<file path="config.mk">
export PLATFORM = sky130hd
export DESIGN_NAME = mips_hilo_unit
export DESIGN_NICKNAME = d
export VERILOG_FILES = /design/src/rtl/mips_pkg.sv /design/src/rtl/mips_div_iter.sv /design/src/rtl/mips_hilo_unit.sv
export SDC_FILE = /design/constraint.sdc
export NUM_CORES = 2
export LEC_CHECK = 0
export BUFFER_PORTS_ARGS = -buffer_cell sky130_fd_sc_hd__buf_2
export CORE_UTILIZATION = 62
export DETAILED_ROUTE_END_ITERATION = 6
export PLACE_DENSITY_LB_ADDON = 0.15
export SYNTH_ARGS = -nofsm -noshare
export SYNTH_HDL_FRONTEND = slang
export SYNTH_HIERARCHICAL = 1
export SYNTH_SLANG_ARGS = --single-unit
</file>
<file path="constraint.sdc">
create_clock -name clk -period 19.8 [get_ports clk]
set_clock_uncertainty 0.05 [all_clocks]
set_input_delay 3.96 -clock clk [delete_from_list [all_inputs] [get_ports clk]]
set_output_delay 3.96 -clock clk [all_outputs]
set_load 0.005 [all_outputs]
</file>
<file path="src/rtl/mips_pkg.sv">
// Shared constants and types for the HI/LO unit: select encoding and FSM states.
package mips_pkg;

    localparam int HI_LO_SEL_WIDTH = 2;

    localparam logic [HI_LO_SEL_WIDTH-1:0] HL_HOLD = 2'b00;
    localparam logic [HI_LO_SEL_WIDTH-1:0] HL_RS   = 2'b01;
    localparam logic [HI_LO_SEL_WIDTH-1:0] HL_DIV  = 2'b10;
    localparam logic [HI_LO_SEL_WIDTH-1:0] HL_MULT = 2'b11;

    typedef enum logic [1:0] {
        IDLE   = 2'b00,
        DIVIDE = 2'b01,
        FIXUP  = 2'b10
    } hilo_state_t;

endpackage

</file>
<file path="src/rtl/mips_div_iter.sv">
// Unsigned restoring divider, one shift-subtract step per cycle, W steps.
// A start pulse while idle loads the operands; busy is high for the W step
// cycles, last flags the final step cycle, and done pulses for one cycle
// once quotient/remainder are final.
module mips_div_iter #(
    parameter int W = 32
) (
    input  logic         clk,
    input  logic         rst_n,
    input  logic         start,
    input  logic [W-1:0] dividend,
    input  logic [W-1:0] divisor,
    output logic         busy,
    output logic         last,
    output logic         done,
    output logic [W-1:0] quotient,
    output logic [W-1:0] remainder
);

    localparam int CNT_W = $clog2(W);
    localparam logic [CNT_W-1:0] LAST_C = CNT_W'(W - 1);

    logic [W-1:0]     rem_r;
    logic [W-1:0]     quo_r;
    logic [W-1:0]     dvs_r;
    logic [CNT_W-1:0] cnt_r;
    logic             run_r;
    logic             done_r;

    logic [W:0]   shifted_s;
    logic [W:0]   diff_s;
    logic [W-1:0] rem_nx_s;
    logic [W-1:0] quo_nx_s;

    // One restoring step: shift in the next dividend bit, keep the difference if non-negative.
    always_comb begin
        shifted_s = {rem_r, quo_r[W-1]};
        diff_s    = shifted_s - {1'b0, dvs_r};
        rem_nx_s  = rem_r;
        quo_nx_s  = quo_r;
        if (diff_s[W] == 1'b0) begin
            rem_nx_s = diff_s[W-1:0];
            quo_nx_s = {quo_r[W-2:0], 1'b1};
        end else begin
            rem_nx_s = shifted_s[W-1:0];
            quo_nx_s = {quo_r[W-2:0], 1'b0};
        end
    end

    // Operand load on start, then iterate until the step counter reaches its last value.
    always_ff @(posedge clk) begin
        if (!rst_n) begin
            rem_r  <= '0;
            quo_r  <= '0;
            dvs_r  <= '0;
            cnt_r  <= '0;
            run_r  <= 1'b0;
            done_r <= 1'b0;
        end else if (start && !run_r) begin
            rem_r  <= '0;
            quo_r  <= dividend;
            dvs_r  <= divisor;
            cnt_r  <= '0;
            run_r  <= 1'b1;
            done_r <= 1'b0;
        end else if (run_r) begin
            rem_r <= rem_nx_s;
            quo_r <= quo_nx_s;
            cnt_r <= cnt_r + CNT_W'(1);
            if (cnt_r == LAST_C) begin
                run_r  <= 1'b0;
                done_r <= 1'b1;
            end else begin
                done_r <= 1'b0;
            end
        end else begin
            done_r <= 1'b0;
        end
    end

    assign busy      = run_r;
    assign last      = run_r && (cnt_r == LAST_C);
    assign done      = done_r;
    assign quotient  = quo_r;
    assign remainder = rem_r;

endmodule

</file>
<file path="src/rtl/mips_hilo_unit.sv">
// HI/LO register pair with single-cycle MULT, MTHI/MTLO and a 34-cycle signed DIV.
// Signs are stripped before the unsigned divider and re-applied in FIXUP;
// divide-by-zero and the INT_MIN/-1 overflow are overridden in FIXUP.
module mips_hilo_unit
    import mips_pkg::*;
#(
    parameter int DATA_WIDTH = 32
) (
    input  logic                       clk,
    input  logic                       rst_n,
    input  logic                       hi_write,
    input  logic                       lo_write,
    input  logic [HI_LO_SEL_WIDTH-1:0] hi_select,
    input  logic [HI_LO_SEL_WIDTH-1:0] lo_select,
    input  logic [DATA_WIDTH-1:0]      rs_val,
    input  logic [DATA_WIDTH-1:0]      rt_val,
    output logic [DATA_WIDTH-1:0]      hi_out,
    output logic [DATA_WIDTH-1:0]      lo_out,
    output logic                       busy
);

    localparam logic [DATA_WIDTH-1:0] MIN_NEG_C = {1'b1, {(DATA_WIDTH-1){1'b0}}};
    localparam logic [DATA_WIDTH-1:0] ALL_ONE_C = {DATA_WIDTH{1'b1}};

    // Unsigned magnitude; the most negative value maps to itself, which is correct unsigned.
    function automatic logic [DATA_WIDTH-1:0] magnitude(input logic [DATA_WIDTH-1:0] v);
        logic [DATA_WIDTH-1:0] m;
        if (v[DATA_WIDTH-1]) begin
            m = '0 - v;
        end else begin
            m = v;
        end
        return m;
    endfunction

    hilo_state_t           state_r;
    hilo_state_t           state_nx_s;
    logic [DATA_WIDTH-1:0] hi_r;
    logic [DATA_WIDTH-1:0] lo_r;
    logic [DATA_WIDTH-1:0] hi_nx_s;
    logic [DATA_WIDTH-1:0] lo_nx_s;
    logic                  busy_r;

    logic [DATA_WIDTH-1:0] dividend_r;
    logic                  dvd_neg_r;
    logic                  quo_neg_r;
    logic                  div_zero_r;
    logic                  div_ovf_r;

    logic mult_cmd_s;
    logic div_cmd_s;
    logic mthi_cmd_s;
    logic mtlo_cmd_s;
    logic div_start_s;

    logic [2*DATA_WIDTH-1:0] rs_ext_s;
    logic [2*DATA_WIDTH-1:0] rt_ext_s;
    logic [2*DATA_WIDTH-1:0] product_s;

    logic                  div_busy_s;
    logic                  div_last_s;
    logic                  div_done_s;
    logic [DATA_WIDTH-1:0] div_quo_s;
    logic [DATA_WIDTH-1:0] div_rem_s;
    logic [DATA_WIDTH-1:0] fix_hi_s;
    logic [DATA_WIDTH-1:0] fix_lo_s;

    assign mult_cmd_s = hi_write && lo_write && (hi_select == HL_MULT) && (lo_select == HL_MULT);
    assign div_cmd_s  = hi_write && lo_write && (hi_select == HL_DIV)  && (lo_select == HL_DIV);
    assign mthi_cmd_s = hi_write && (hi_select == HL_RS);
    assign mtlo_cmd_s = lo_write && (lo_select == HL_RS);

    // Low 2W bits of the product of sign-extended operands give the signed product.
    assign rs_ext_s  = {{DATA_WIDTH{rs_val[DATA_WIDTH-1]}}, rs_val};
    assign rt_ext_s  = {{DATA_WIDTH{rt_val[DATA_WIDTH-1]}}, rt_val};
    assign product_s = rs_ext_s * rt_ext_s;

    mips_div_iter #(.W(DATA_WIDTH)) u_div (
        .clk       (clk),
        .rst_n     (rst_n),
        .start     (div_start_s),
        .dividend  (magnitude(rs_val)),
        .divisor   (magnitude(rt_val)),
        .busy      (div_busy_s),
        .last      (div_last_s),
        .done      (div_done_s),
        .quotient  (div_quo_s),
        .remainder (div_rem_s)
    );

    // Next-state logic; commands are only decoded in IDLE.
    always_comb begin
        state_nx_s  = state_r;
        div_start_s = 1'b0;
        case (state_r)
            IDLE: begin
                if (div_cmd_s) begin
                    state_nx_s  = DIVIDE;
                    div_start_s = 1'b1;
                end else begin
                    state_nx_s = IDLE;
                end
            end
            DIVIDE: begin
                if (div_last_s) begin
                    state_nx_s = FIXUP;
                end else if (div_busy_s) begin
                    state_nx_s = DIVIDE;
                end else begin
                    state_nx_s = IDLE;
                end
            end
            FIXUP: begin
                if (div_done_s) begin
                    state_nx_s = IDLE;
                end else begin
                    state_nx_s = IDLE;
                end
            end
            default: begin
                state_nx_s = IDLE;
            end
        endcase
    end

    // Apply signs to the unsigned result and override the two special cases.
    always_comb begin
        fix_hi_s = div_rem_s;
        fix_lo_s = div_quo_s;
        if (div_zero_r) begin
            fix_hi_s = dividend_r;
            fix_lo_s = ALL_ONE_C;
        end else if (div_ovf_r) begin
            fix_hi_s = '0;
            fix_lo_s = MIN_NEG_C;
        end else begin
            if (dvd_neg_r) begin
                fix_hi_s = '0 - div_rem_s;
            end else begin
                fix_hi_s = div_rem_s;
            end
            if (quo_neg_r) begin
                fix_lo_s = '0 - div_quo_s;
            end else begin
                fix_lo_s = div_quo_s;
            end
        end
    end

    // HI/LO update selection: MULT or MT* in IDLE, DIV result in FIXUP, hold otherwise.
    always_comb begin
        hi_nx_s = hi_r;
        lo_nx_s = lo_r;
        if (state_r == IDLE) begin
            if (mult_cmd_s) begin
                hi_nx_s = product_s[2*DATA_WIDTH-1:DATA_WIDTH];
                lo_nx_s = product_s[DATA_WIDTH-1:0];
            end else begin
                if (mthi_cmd_s) begin
                    hi_nx_s = rs_val;
                end else begin
                    hi_nx_s = hi_r;
                end
                if (mtlo_cmd_s) begin
                    lo_nx_s = rs_val;
                end else begin
                    lo_nx_s = lo_r;
                end
            end
        end else if (state_r == FIXUP) begin
            hi_nx_s = fix_hi_s;
            lo_nx_s = fix_lo_s;
        end else begin
            hi_nx_s = hi_r;
            lo_nx_s = lo_r;
        end
    end

    // State, HI/LO, busy and the operand sign/special-case flags latched at DIV start.
    always_ff @(posedge clk) begin
        if (!rst_n) begin
            state_r    <= IDLE;
            hi_r       <= '0;
            lo_r       <= '0;
            busy_r     <= 1'b0;
            dividend_r <= '0;
            dvd_neg_r  <= 1'b0;
            quo_neg_r  <= 1'b0;
            div_zero_r <= 1'b0;
            div_ovf_r  <= 1'b0;
        end else begin
            state_r <= state_nx_s;
            hi_r    <= hi_nx_s;
            lo_r    <= lo_nx_s;
            busy_r  <= (state_nx_s != IDLE);
            if (div_start_s) begin
                dividend_r <= rs_val;
                dvd_neg_r  <= rs_val[DATA_WIDTH-1];
                quo_neg_r  <= rs_val[DATA_WIDTH-1] ^ rt_val[DATA_WIDTH-1];
                div_zero_r <= (rt_val == '0);
                div_ovf_r  <= (rs_val == MIN_NEG_C) && (rt_val == ALL_ONE_C);
            end
        end
    end

    assign hi_out = hi_r;
    assign lo_out = lo_r;
    assign busy   = busy_r;

endmodule

</file>
==> results.json <==
{
  "syn_nets": 7131,
  "post_cts_gate_resize_count": 0,
  "area_of_the_die_um2": 82600,
  "finalWirelength_um": 150000,
  "grt.met1_usage": 0.474,
  "final_period_minus_worst_setup_slack_ns": 12.46,
  "netlist_area_um2": 50500,
  "io_buffer_count": 136,
  "vias": 40000,
  "floorplan_die_width_um": 287,
  "outcome": "complete, no violations",
  "grt_first_pass_wirelength_um": 238000,
  "type_of_destination_of_the_critical_path": "flop",
  "synthesis.yosys.warnings": 6,
  "cts.path.max_buffers": 3,
  "post_cts.repair.setup_buffers": 0,
  "dieHeight_um": 287,
  "cap_viol_max_count": 0,
  "grt.met3_usage": 0.0544,
  "clk-insertion-delay-late_ns": 0.53,
  "avgViaCountPerCell": 5.98,
  "core_region_area_um2": 80500,
  "r2r_setup_slack_ns": 15.02,
  "globalRouteOverflowTotal": 0,
  "drive_gt1_frac": 0.0546,
  "rsz_0062_raised_after_global_routing": "false",
  "worst_ep_required_time_ns": 20.18,
  "clock-sinks": 204,
  "post-route-period-util": 0.629,
  "detail_route.iter0.violations": 3279,
  "detail_route.first_pass.iterations": 5,
  "critical_path.startpoint_type": "input pin",
  "layout.nets": 6984,
  "floorplan.io_pins": 137,
  "antenna_violating_nets_post_route": 0,
  "maximum_number_of_pins_on_one_net_before_global_route_repair": 82,
  "highest_clock_rate_mhz": 80.3,
  "crit_fanout": 64,
  "cts_h_tree_lvls": 1,
  "arrival_ns": 12.83,
  "finish.instance_area_um2": 52300,
  "grt_antenna_before_repair": 2,
  "syn_to_final_growth_pct": 3.69,
  "tritoncts": "built",
  "placed_area_um2": 51600,
  "gp_congestion": 0.988,
  "place.detailed.hpwl_um": 113000,
  "clkTransAtPathRegs_ns": 0.07,
  "wire_per_inst_um": 22.4,
  "grt_pass1_vias": 42100,
  "hold_path.class": "reg -> reg",
  "maxSlewViolCount": 0,
  "critical_path_type": "in -> reg",
  "numCtsBuffers": 23,
  "setup_viol_count_final": 0,
  "syn_area_cell_um2": 8.78,
  "synthesis.instances": 5752,
  "remaining_drc_errors": 0,
  "rows": 104,
  "worst_pin_slew_ns": 1.18,
  "hold_violations": 0,
  "initial_core_utilization": 0.627,
  "postCtsHoldBufs": 0,
  "totalNegativeSetupSlack_ns": 0,
  "groute.layer.met2.usage": 0.631,
  "slew_headroom": 0.191,
  "combined_global_route_utilization_of_all_metal_layers": 0.374,
  "buffer_cell_driving_the_clock_tree_root": "clkbuf_16",
  "top_usage_layer": "met2"
}
stage by stage:
step / cells / utilization / setup WS [ns] / hold WS (ns)
2_1_floorplan: 5752 / - / 8.01 / 0.393
3_3_place_gp: 6640 / 0.641 / 7.05 / 0.401
3_5_place_dp: 6640 / 0.641 / 6.85 / 0.409
4_1_cts: 6680 / 0.650 / 7.39 / 0.416
5_1_grt: 6680 / 0.650 / 6.79 / 0.435
6_report: 6682 / 0.650 / 7.34 / 0.412
area by class of cell:
class | count | area [um2]
flip-flops and latches | 204 | 4080
diodes | 2 | 5.00
repair buffers | 213 | 1260
well taps | 1060 | 1330
fillers | 6857 | 28200
clock buffers | 34 | 677
multi-input cells | 4163 | 41200
inverters | 1000 | 3750
clock inverters | 6 | 65.1
critical path, stage by stage:
cell       delay (ns)
buf_2            0.08
buf_4            0.64
nand2_1          0.29
inv_1            0.16
fa_1             0.40
inv_1            0.25
fa_1             0.47
inv_1            0.24
fa_1             0.50
fa_1             0.81
inv_1            0.38
fa_1             0.57
inv_1            0.05
fa_1             0.53
inv_1            0.05
fa_1             0.49
inv_1            0.06
fa_1             0.45
ha_1             0.41
a21oi_1          0.25
o21ai_0          0.15
nor2_1           0.18
o2111ai_1        0.13
a221oi_1         0.52
o31ai_1          0.20
xnor2_1          0.18
o21ai_0          0.09
a32o_1           0.27
registers in the layout, indices dropped and copies added (netlist names):
register	count
u_div/quotient	32
dividend_r	32
u_div/remainder	32
u_div/busy	1
quo_neg_r	1
lo_out	32
hi_out	32
busy	1
state_r	2
div_ovf_r	1
u_div/dvs_r	32
u_div/cnt_r	5
div_zero_r	1
worst paths after layout:
path                            startpoint                   to  cells past startpoint
worst min-delay path             lo_out[8]            lo_out[8]                      2
worst max-delay path            rs_val[31]           hi_out[31]                     28
worst min register to register   lo_out[8]            lo_out[8]                      2
worst max register to register  state_r[0]  u_div/remainder[27]                     10
layout by cell type, fill, tap and decap left out, types with 62 or more instances in the layout:
master / instances
buf_2: 135
a21oi_1: 161
nand2_1: 851
nor2_1: 136
and2_1: 516
buf_4: 78
xor2_1: 78
dfxtp_1: 204
mux2i_1: 62
o21ai_0: 173
fa_1: 1083
inv_1: 997
xnor2_1: 129
a21boi_0: 93
ha_1: 224
metal layers:
layer  vias up  wire length [um]
met5         -                 0
met4         0              8800
met3       406             11700
met2      1727             72000
met1     20400             57100
li1      17400                 -
Power is not shown: default switching activity piles up to over one toggle a cycle in this logic, so the estimate is an artifact.
